**config.mk**
```make
export PLATFORM = sky130hd
export DESIGN_NAME = tx_chan_scheduler
export DESIGN_NICKNAME = d
export VERILOG_FILES = /design/src/rtl/tx_sched_pkg.sv /design/src/rtl/tx_chan_scheduler_rr_pick.sv /design/src/rtl/tx_chan_scheduler.sv
export SDC_FILE = /design/constraint.sdc
export NUM_CORES = 1
export LEC_CHECK = 0
export BUFFER_PORTS_ARGS = -buffer_cell sky130_fd_sc_hd__clkbuf_2
export CAP_MARGIN = 20
export CORE_MARGIN = 4
export CORE_UTILIZATION = 42
export DETAILED_ROUTE_END_ITERATION = 8
export HOLD_SLACK_MARGIN = 0.12
export PLACE_DENSITY_LB_ADDON = 0.12
export SKIP_LAST_GASP = 1
export SLEW_MARGIN = 5
export SYNTH_ARGS = -nofsm -noshare
export SYNTH_HDL_FRONTEND = slang
export SYNTH_SLANG_ARGS = --single-unit
```
**constraint.sdc**
```tcl
create_clock -name txclk -period 2.55 [get_ports txclk]
set_input_delay 0.51 -clock txclk [delete_from_list [all_inputs] [get_ports txclk]]
set_output_delay 0.51 -clock txclk [all_outputs]
set_load 0.03 [all_outputs]
```
**src/rtl/tx_sched_pkg.sv**
```systemverilog
// Shared definitions for the tx channel scheduler: FSM encoding, sizing helper, channel limit.
package tx_sched_pkg;

  localparam int MAX_NCH = 8;

  typedef enum logic [1:0] {
    ST_IDLE    = 2'd0,
    ST_BUSY    = 2'd1,
    ST_RELEASE = 2'd2
  } sched_state_t;

  function automatic int clog2(input int n);
    int w;
    w = 0;
    while ((1 << w) < n) w++;
    return w;
  endfunction

endpackage

```
**src/rtl/tx_chan_scheduler_rr_pick.sv**
```systemverilog
// Combinational round-robin picker: first set request at or after ptr, wrapping NCH-1 -> 0.
module rr_pick
  import tx_sched_pkg::*;
#(
  parameter int NCH = 3,
  parameter int PW  = 2
) (
  input  logic [NCH-1:0] req,
  input  logic [PW-1:0]  ptr,
  output logic           found,
  output logic [PW-1:0]  idx
);

  int            c_int;
  logic [PW-1:0] c;

  always_comb begin
    found = 1'b0;
    idx   = '0;
    c_int = 0;
    c     = '0;
    for (int i = 0; i < NCH; i++) begin
      // explicit wrap so non-power-of-two NCH never aliases onto a missing channel
      c_int = int'(ptr) + i;
      if (c_int >= NCH) c_int = c_int - NCH;
      c = PW'(c_int);
      if (!found && req[c]) begin
        found = 1'b1;
        idx   = c;
      end
    end
  end

endmodule

```
**src/rtl/tx_chan_scheduler.sv**
```systemverilog
// Round-robin arbiter sharing one packet reader among NCH channel RAMs, with a hold watchdog.
// Optional: define TX_SCHED_CMD_PRIORITY_EN to let channel CMD_IDX jump the rotation.
module tx_chan_scheduler
  import tx_sched_pkg::*;
#(
  parameter int NCH      = 3,
  parameter int CMD_IDX  = 2,
  parameter int MAX_HOLD = 2048
) (
  input  logic              txclk,
  input  logic              reset,
  input  logic [NCH-1:0]    pkt_waiting,
  input  logic [32*NCH-1:0] fifodata,
  input  logic              rd_req,
  input  logic              rd_done,
  output logic [NCH-1:0]    chan_rdreq,
  output logic [NCH-1:0]    chan_done,
  output logic [31:0]       dataout,
  output logic [NCH-1:0]    grant,
  output logic              grant_valid,
  output logic              timeout,
  output logic [2:0]        timeout_chan
);

  localparam int PW = (clog2(NCH) < 1) ? 1 : clog2(NCH);
  localparam int CW = (clog2(MAX_HOLD) < 1) ? 1 : clog2(MAX_HOLD);

  if (NCH < 2 || NCH > MAX_NCH) begin : g_bad_nch
    $error("tx_chan_scheduler: NCH out of range");
  end
  if (CMD_IDX < 0 || CMD_IDX >= NCH) begin : g_bad_cmd
    $error("tx_chan_scheduler: CMD_IDX out of range");
  end
  if (MAX_HOLD < 4) begin : g_bad_hold
    $error("tx_chan_scheduler: MAX_HOLD too small");
  end

  sched_state_t  state;
  logic [PW-1:0] ptr;
  logic [PW-1:0] gidx;
  logic [CW-1:0] hold_cnt;
  logic          cmd_grant;
  logic          pick_found;
  logic [PW-1:0] pick_idx;
  logic          wd_hit;
  logic [PW-1:0] ptr_next;

  rr_pick #(
    .NCH (NCH),
    .PW  (PW)
  ) u_rr_pick (
    .req   (pkt_waiting),
    .ptr   (ptr),
    .found (pick_found),
    .idx   (pick_idx)
  );

  // rd_done takes precedence over the watchdog when both land on the same cycle
  assign wd_hit   = (state == ST_BUSY) && (hold_cnt == CW'(MAX_HOLD - 1)) && !rd_done;
  assign ptr_next = (gidx == PW'(NCH - 1)) ? '0 : gidx + 1'b1;

  always_ff @(posedge txclk) begin
    if (reset) begin
      state        <= ST_IDLE;
      ptr          <= '0;
      gidx         <= '0;
      hold_cnt     <= '0;
      cmd_grant    <= 1'b0;
      grant        <= '0;
      grant_valid  <= 1'b0;
      timeout      <= 1'b0;
      timeout_chan <= '0;
    end else begin
      timeout <= 1'b0;
      case (state)
        ST_IDLE: begin
`ifdef TX_SCHED_CMD_PRIORITY_EN
          if (pkt_waiting[CMD_IDX]) begin
            grant       <= NCH'(1) << CMD_IDX;
            gidx        <= PW'(CMD_IDX);
            cmd_grant   <= 1'b1;
            grant_valid <= 1'b1;
            hold_cnt    <= '0;
            state       <= ST_BUSY;
          end else
`endif
          if (pick_found) begin
            grant       <= NCH'(1) << pick_idx;
            gidx        <= pick_idx;
            cmd_grant   <= 1'b0;
            grant_valid <= 1'b1;
            hold_cnt    <= '0;
            state       <= ST_BUSY;
          end
        end
        ST_BUSY: begin
          hold_cnt <= hold_cnt + 1'b1;
          if (rd_done) begin
            grant       <= '0;
            grant_valid <= 1'b0;
            state       <= ST_RELEASE;
          end else if (wd_hit) begin
            grant        <= '0;
            grant_valid  <= 1'b0;
            timeout      <= 1'b1;
            timeout_chan <= 3'(gidx);
            state        <= ST_RELEASE;
          end
        end
        ST_RELEASE: begin
          // a command-channel grant leaves the data rotation where it was
          if (!cmd_grant) ptr <= ptr_next;
          state <= ST_IDLE;
        end
        default: state <= ST_IDLE;
      endcase
    end
  end

  always_comb begin
    chan_rdreq = '0;
    chan_done  = '0;
    if (state == ST_BUSY) begin
      chan_rdreq = grant & {NCH{rd_req}};
      chan_done  = grant & {NCH{rd_done | wd_hit}};
    end
  end

  always_comb begin
    dataout = '0;
    if (grant_valid) begin
      for (int k = 0; k < NCH; k++) begin
        if (grant[k]) dataout = fifodata[32*k +: 32];
      end
    end
  end

endmodule

```
==> flow_summary.json, run 1 <==
{
  "outcome": "finished, final reports clean",
  "first_global_vias": 2443,
  "crit_path_cell_trace": "ha_1, and3_1, a41oi_1, nor2_1, and2_1, clkbuf_2",
  "cpPeakStageDelay_ns": 0.36,
  "antenna_found_initial": 0,
  "final-hold-violation-count": 0,
  "syn_area_per_cell_um2": 7.04,
  "synth_seq_area_share_pct": 22.1,
  "io_buffers": 147,
  "slew_viol_final": 0,
  "reg2reg_from": "ptr[0]$_SDFFE_PP0N_",
  "worst_slew_pin_slew_ns": 0.655,
  "r2r_cells": 6,
  "track_usage_pct": 20.9,
  "regToRegEndpoint": "gidx[1]$_SDFFE_PP0P_",
  "synth.most_common_cell": "nand2_1",
  "synth_nets": 417,
  "fmax_mhz": 419,
  "synth_cell_types": 47,
  "p_int_uw": 789,
  "gp_congestion": 0.945,
  "fin_worst_skew_ns": 0.00424,
  "clkPwrFrac_pct": 28.0,
  "num_vias": 2673,
  "drtAntennaViolNets": 0,
  "core_area_um2": 4880,
  "clk_latency_ns": 0.27,
  "yosysTopAreaCellShare_pct": 22.1,
  "grt_pass1_wl_um": 11100,
  "ys_top_cells_by_area": "dfxtp_1 22%, a22oi_1 11%, and2_1 11%, o21ai_0 7.6%, nand2_1 7.1%",
  "synth_top_area_cell": "dfxtp_1",
  "slowest_stage": "dfxtp_1",
  "p_switching_uw": 431,
  "netlist_area_um2": 2170,
  "rows": 25,
  "final_cells": 507,
  "cap_violations": 0,
  "clock-sinks": 24,
  "worstPathArrival_ns": 1.87,
  "worst-setup-path-type": "flop to primary output",
  "boundaryPins": 149,
  "final_nets": 549,
  "cts.path.max_buffers": 2,
  "hold_class": "flop to flop",
  "fillCellCount": 456,
  "max-slew-margin-rel_pct": 55.8,
  "syn_inst": 309,
  "setup_ws_ns": 0.165,
  "die_h_um": 80.0,
  "p_sw_share_pct": 35.3,
  "synthToLayoutAreaGrowth_pct": 38.6,
  "drtIter0Drc": 156,
  "cts_inserted_buffers": 3,
  "drive_above_1_share_pct": 38.0,
  "dr.pass1.iters": 4,
  "viasPerCell": 5.27,
  "die_area_um2": 6390,
  "power_leakage_nw": 1.44,
  "holdPathStages": 1,
  "dp.cells": 503,
  "cts_tree": "done",
  "place_ws_ns": 0.449,
  "setup_viol": 0,
  "hp-start": "grant_valid$_SDFFE_PP0P_",
  "crit_required_ns": 2.04,
  "power_density_nw_per_um2": 405,
  "hpwlAfterDp_um": 5580,
  "ctsHtreeMaxLevel": 1,
  "endpoint_kind": "primary output",
  "synthTopCellsByCount": "41 x nand2_1, 37 x and2_1, 33 x o21ai_0, 32 x a22oi_1, 24 x dfxtp_1",
  "antenna_cells": 0,
  "min_to": "grant_valid$_SDFFE_PP0P_",
  "drc": 0,
  "period_needed_ns": 2.38,
  "synth-seq-cells": 24,
  "comb_power_share_pct": 38.2,
  "irDropWorstVdd_v": 0.000397,
  "cp-start-kind": "flop",
  "finalWirelength_um": 7170,
  "start_util_pct": 44.6,
  "clkSlewWorstSetupHoldPaths_ns": 0.09,
  "grt_max_degree": 56,
  "yosysWarningCount": 0,
  "timing.final.crit_share_pct": 93.5,
  "rsz0062_at_grt": "false",
  "synthArstFlopShare_pct": 0,
  "cp_max_fo": 5,
  "root_buffer": "clkbuf_8",
  "wire_per_inst_um": 14.1,
  "synth-edff-count": 0,
  "synthFlopType": "dfxtp_1",
  "p_seq_share_pct": 33.8,
  "finalSetupTns_ns": 0,
  "reg2reg_slack_ns": 0.41,
  "die_width_um": 80.0,
  "grt.overflow.total": 0
}
area by class of cell:
cell class                      instances  area, um^2  area share (%)
Sequential cell                        24         482            16.0
Clock buffer                            3        41.3            1.37
Timing Repair Buffer                  152         790            26.2
Multi-Input combinational cell        253        1560            51.8
Clock inverter                          1        30.0           0.997
Inverter                                7        26.3           0.872
Tap cell                               67        83.8            2.78
cells in the final DEF (no fill, tap or decap), types with 4 or more instances in the layout:
cell type,count
a21o_1,4
a21oi_1,7
a22oi_1,32
and2_1,37
and3_1,5
clkbuf_2,147
dfxtp_1,23
ha_1,5
inv_1,6
mux2i_1,6
nand2_1,41
nand3_1,4
nor2_1,18
nor3_1,5
o21ai_0,33
o21ai_1,8
through the flow:
step | instance area (um^2) | utilization [%] | hold WS, ns | power [mW]
detailed placement | 2940 | 60.2 | 0.450 | 0.885
floorplan | 2170 | - | 0.460 | 0.718
finish | 3010 | 61.7 | 0.467 | 1.22
global route | 3010 | 61.7 | 0.490 | 1.30
CTS | 3010 | 61.7 | 0.471 | 1.22
global placement | 2940 | 60.2 | 0.443 | 0.878
worst max path at each step:
stage / from / end / slack, ns
2_1_floorplan: grant[1]$_SDFFE_PP0P_ / dataout[10] / 0.43
3_3_place_gp: hold_cnt[0]$_SDFFE_PP0P_ / chan_done[0] / 0.51
3_5_place_dp: ptr[0]$_SDFFE_PP0N_ / gidx[1]$_SDFFE_PP0P_ / 0.45
4_1_cts: hold_cnt[0]$_SDFFE_PP0P_ / chan_done[0] / 0.15
5_1_grt: hold_cnt[0]$_SDFFE_PP0P_ / chan_done[0] / 0.04
6_report: hold_cnt[0]$_SDFFE_PP0P_ / chan_done[0] / 0.17
routing by layer:
| metal | wire length (um) | vias to the layer above | GRT usage, % |
|---|---|---|---|
| met4 | 122 | 0 | 4.73 |
| met2 | 3530 | 109 | 37.0 |
| met5 | 0 | - | 0 |
| li1 | - | 1370 | - |
| met1 | 2930 | 1181 | 25.5 |
| met3 | 583 | 13 | 4.63 |
worst max-delay path: cells and delay by family, from the launching register on:
family	cells	cell delay [ns]
flip-flops	1	0.36
buffers and inverters	1	0.18
AO/OA/AOI/OAI	1	0.34
AND/OR/NAND/NOR	3	0.51
adder cells (fa/ha/maj)	1	0.22
registers in the layout, indices dropped and copies added (netlist names):
register	flops
timeout_chan	2
timeout	1
ptr	2
gidx	2
state	2
grant_valid	1
grant	3
hold_cnt	11
cell families after synthesis:
family,synth area share [%]
and+or+nand+nor,29.3
AOI/OAI and AO/OA,33.8
buffers and inverters,6.27
DFF,22.1
muxes,4.32
adders and majority gates,2.88
xor gates and xnor gates,1.21
other,0.172
power by group through the flow:
stage	combinational [mW]	sequential (mW)	clock [mW]
global placement	0.457	0.421	0
detailed placement	0.463	0.422	0
finish	0.466	0.413	0.341
floorplan	0.295	0.423	0
CTS	0.464	0.413	0.345
global route	0.518	0.417	0.365
timing repair:
action,in CTS,in global routing
endpoints found under the hold margin,0,0
hold buffers,0,0
setup endpoints to repair,0,1
setup buffers,0,0
gates resized for setup,0,1
No activity file was read; power rests on OpenSTA's default activity.
==> inputs of run 2 (changes only) <==
Settings changed: ABC_AREA set to 1, CORE_UTILIZATION 42 to 41.
==> run 2 against run 1 <==
Core utilization fell by 0.89 points; area after synthesis fell by 4.8%; maximum frequency shrank 1.0%; via count up 4.7%; critical path type unchanged; highest routed layer unchanged.
==> flow_summary.json, run 2 <==
{
  "outcome": "finished, final reports clean",
  "synth_nets": 456,
  "irDropWorstVdd_v": 0.000478,
  "io_buffers": 147,
  "final_common_cell": "clkbuf_2",
  "period_needed_ns": 2.41,
  "gp_congestion": 0.859,
  "power_leakage_nw": 1.38,
  "synthFlopType": "dfxtp_1",
  "clock-sinks": 24,
  "grtUsageMet2_pct": 40.9,
  "cts_inserted_buffers": 3,
  "netlist_area_um2": 2070,
  "dr.pass1.iters": 4,
  "setup_viol": 0,
  "final_nets": 591,
  "drtAntennaViolNets": 0,
  "hold_class": "flop to flop",
  "setup_ws_ns": 0.141,
  "cts.path.max_buffers": 2,
  "largest_reg_flops": 11,
  "yosysWarningCount": 0,
  "top_regs": "hold_cnt (11), grant (3)",
  "antenna_found_initial": 0,
  "fin_area_um2": 2930,
  "worstPathArrival_ns": 1.90,
  "cts_tree": "done",
  "yosysTopAreaCellShare_pct": 23.2,
  "worst-setup-path-type": "flop to primary output",
  "power_density_nw_per_um2": 474,
  "syn_area_per_cell_um2": 5.95,
  "fin_worst_skew_ns": 0.00511,
  "layout_common_cells": "144 x clkbuf_2, 83 x a21oi_1, 76 x nand2_1, 43 x o21ai_0, 25 x inv_1",
  "boundaryPins": 149,
  "ys_top_cells_by_area": "dfxtp_1 23%, a21oi_1 20%, nand2_1 14%, o21ai_0 10%, inv_1 4.5%",
  "ctsHtreeMaxLevel": 1,
  "slew_viol_final": 0,
  "cp_max_fo": 5,
  "crit_required_ns": 2.04,
  "die_area_um2": 6250,
  "top_register": "hold_cnt",
  "root_buffer": "clkbuf_8",
  "clk_latency_ns": 0.27,
  "synthToLayoutAreaGrowth_pct": 41.7,
  "drive_above_1_share_pct": 36.9,
  "fmax_mhz": 415,
  "place_area_um2": 2840,
  "drtIter0Drc": 134,
  "grt.overflow.total": 0,
  "place_ws_ns": 0.394,
  "viasPerCell": 5.10,
  "synth-edff-count": 0,
  "use_met1_pct": 25.5,
  "hpwlAfterDp_um": 5880,
  "antenna_cells": 0,
  "final_cells": 549,
  "rsz0062_at_grt": "true",
  "track_usage_pct": 22.4,
  "num_vias": 2799,
  "finalWirelength_um": 7400,
  "cap_violations": 0,
  "start_util_pct": 43.0,
  "top_usage_layer": "met2",
  "first_global_vias": 2576,
  "synth-seq-cells": 24,
  "synth_top_area_cell": "dfxtp_1",
  "synthArstFlopShare_pct": 0,
  "grt_use_met3_pct": 3.85,
  "hold_buffers": 0,
  "core_area_um2": 4820,
  "die_width_um": 79.0,
  "synth_cell_types": 30,
  "final-hold-violation-count": 0,
  "rows": 25,
  "endpoint_kind": "primary output",
  "dp.cells": 545,
  "grt_pass1_wl_um": 11600,
  "cp-start-kind": "flop",
  "timing.final.crit_share_pct": 94.5,
  "grt_max_degree": 36,
  "die_h_um": 79.0,
  "synth.most_common_cell": "a21oi_1",
  "synth_seq_area_share_pct": 23.2,
  "wire_per_inst_um": 13.5,
  "synthTopCellsByCount": "83 x a21oi_1, 76 x nand2_1, 43 x o21ai_0, 25 x inv_1, 24 x dfxtp_1",
  "syn_inst": 348,
  "drc": 0,
  "clkSlewWorstSetupHoldPaths_ns": 0.08
}
-- run 2: worst paths after layout --
path                                          startpoint                       end  slack, ns  cells after the start
worst min-delay path            hold_cnt[0]$_SDFFE_PP0P_  hold_cnt[0]$_SDFFE_PP0P_       0.46                      1
worst max-delay path            hold_cnt[0]$_SDFFE_PP0P_              chan_done[1]       0.14                     10
worst max register to register       ptr[0]$_SDFFE_PP0N_     grant[2]$_SDFFE_PP0P_       0.65                     12
worst min register to register  hold_cnt[0]$_SDFFE_PP0P_  hold_cnt[0]$_SDFFE_PP0P_       0.46                      1
-- run 2: report_power, final --
part           internal [mW]  total [mW]  switching, mW
Clock                  0.210       0.331          0.121
Combinational          0.216       0.642          0.426
Sequential             0.395       0.417         0.0219
Total                  0.821        1.39          0.569
-- run 2: critical path, cell delays in order, from the launching register on --
cell and delay, ns:
dfxtp_2 0.36, ha_2 0.20, nand2_2 0.07, nor2_4 0.13
nand2_4 0.08, nor2_4 0.12, nand3_4 0.10, nor2_1 0.10
nor2_1 0.10, nor3_2 0.19, buf_4 0.18
-- run 2: cell type report --
type	count	area, um^2
timing repair buffer	153	801
sequential	24	483
inverter	30	118
fill	487	1890
multi-input combinational	271	1380
tap	67	83.8
clock buffer	3	41.3
clock inverter	1	30.0
-- run 2: kinds of logic (layout without fill, tap and decap cells) --
logic type | count (synthesis) | in the layout | synth area share (%)
simple gates | 130 | 130 | 29.1
flops | 24 | 24 | 23.2
fa+ha+maj | 5 | 5 | 3.02
compound gates | 135 | 135 | 33.6
buf+inv | 53 | 187 | 10.8
other cells | 1 | 1 | 0.181
-- run 2: routing by layer --
| layer | routed length (um) | vias up |
|---|---|---|
| met3 | 552 | 18 |
| met2 | 3710 | 100 |
| met1 | 2940 | 1238 |
| li1 | - | 1443 |
| met4 | 208 | 0 |
| met5 | 0 | - |
-- run 2: repair_timing --
action                                  in CTS  in global routing
buffers inserted                             0                  0
endpoints found under the setup margin       0                  3
resized for setup                            0                 10
-- run 2: metrics by stage --
stage | setup TNS (ns) | hold slack [ns] | util, % | power [mW]
2_1_floorplan | 0 | 0.439 | - | 0.853
3_3_place_gp | 0 | 0.447 | 59.0 | 1.06
3_5_place_dp | 0 | 0.455 | 59.0 | 1.06
4_1_cts | 0 | 0.469 | 60.5 | 1.40
5_1_grt | -0.0658 | 0.492 | 60.9 | 1.49
6_report | 0 | 0.459 | 60.9 | 1.39
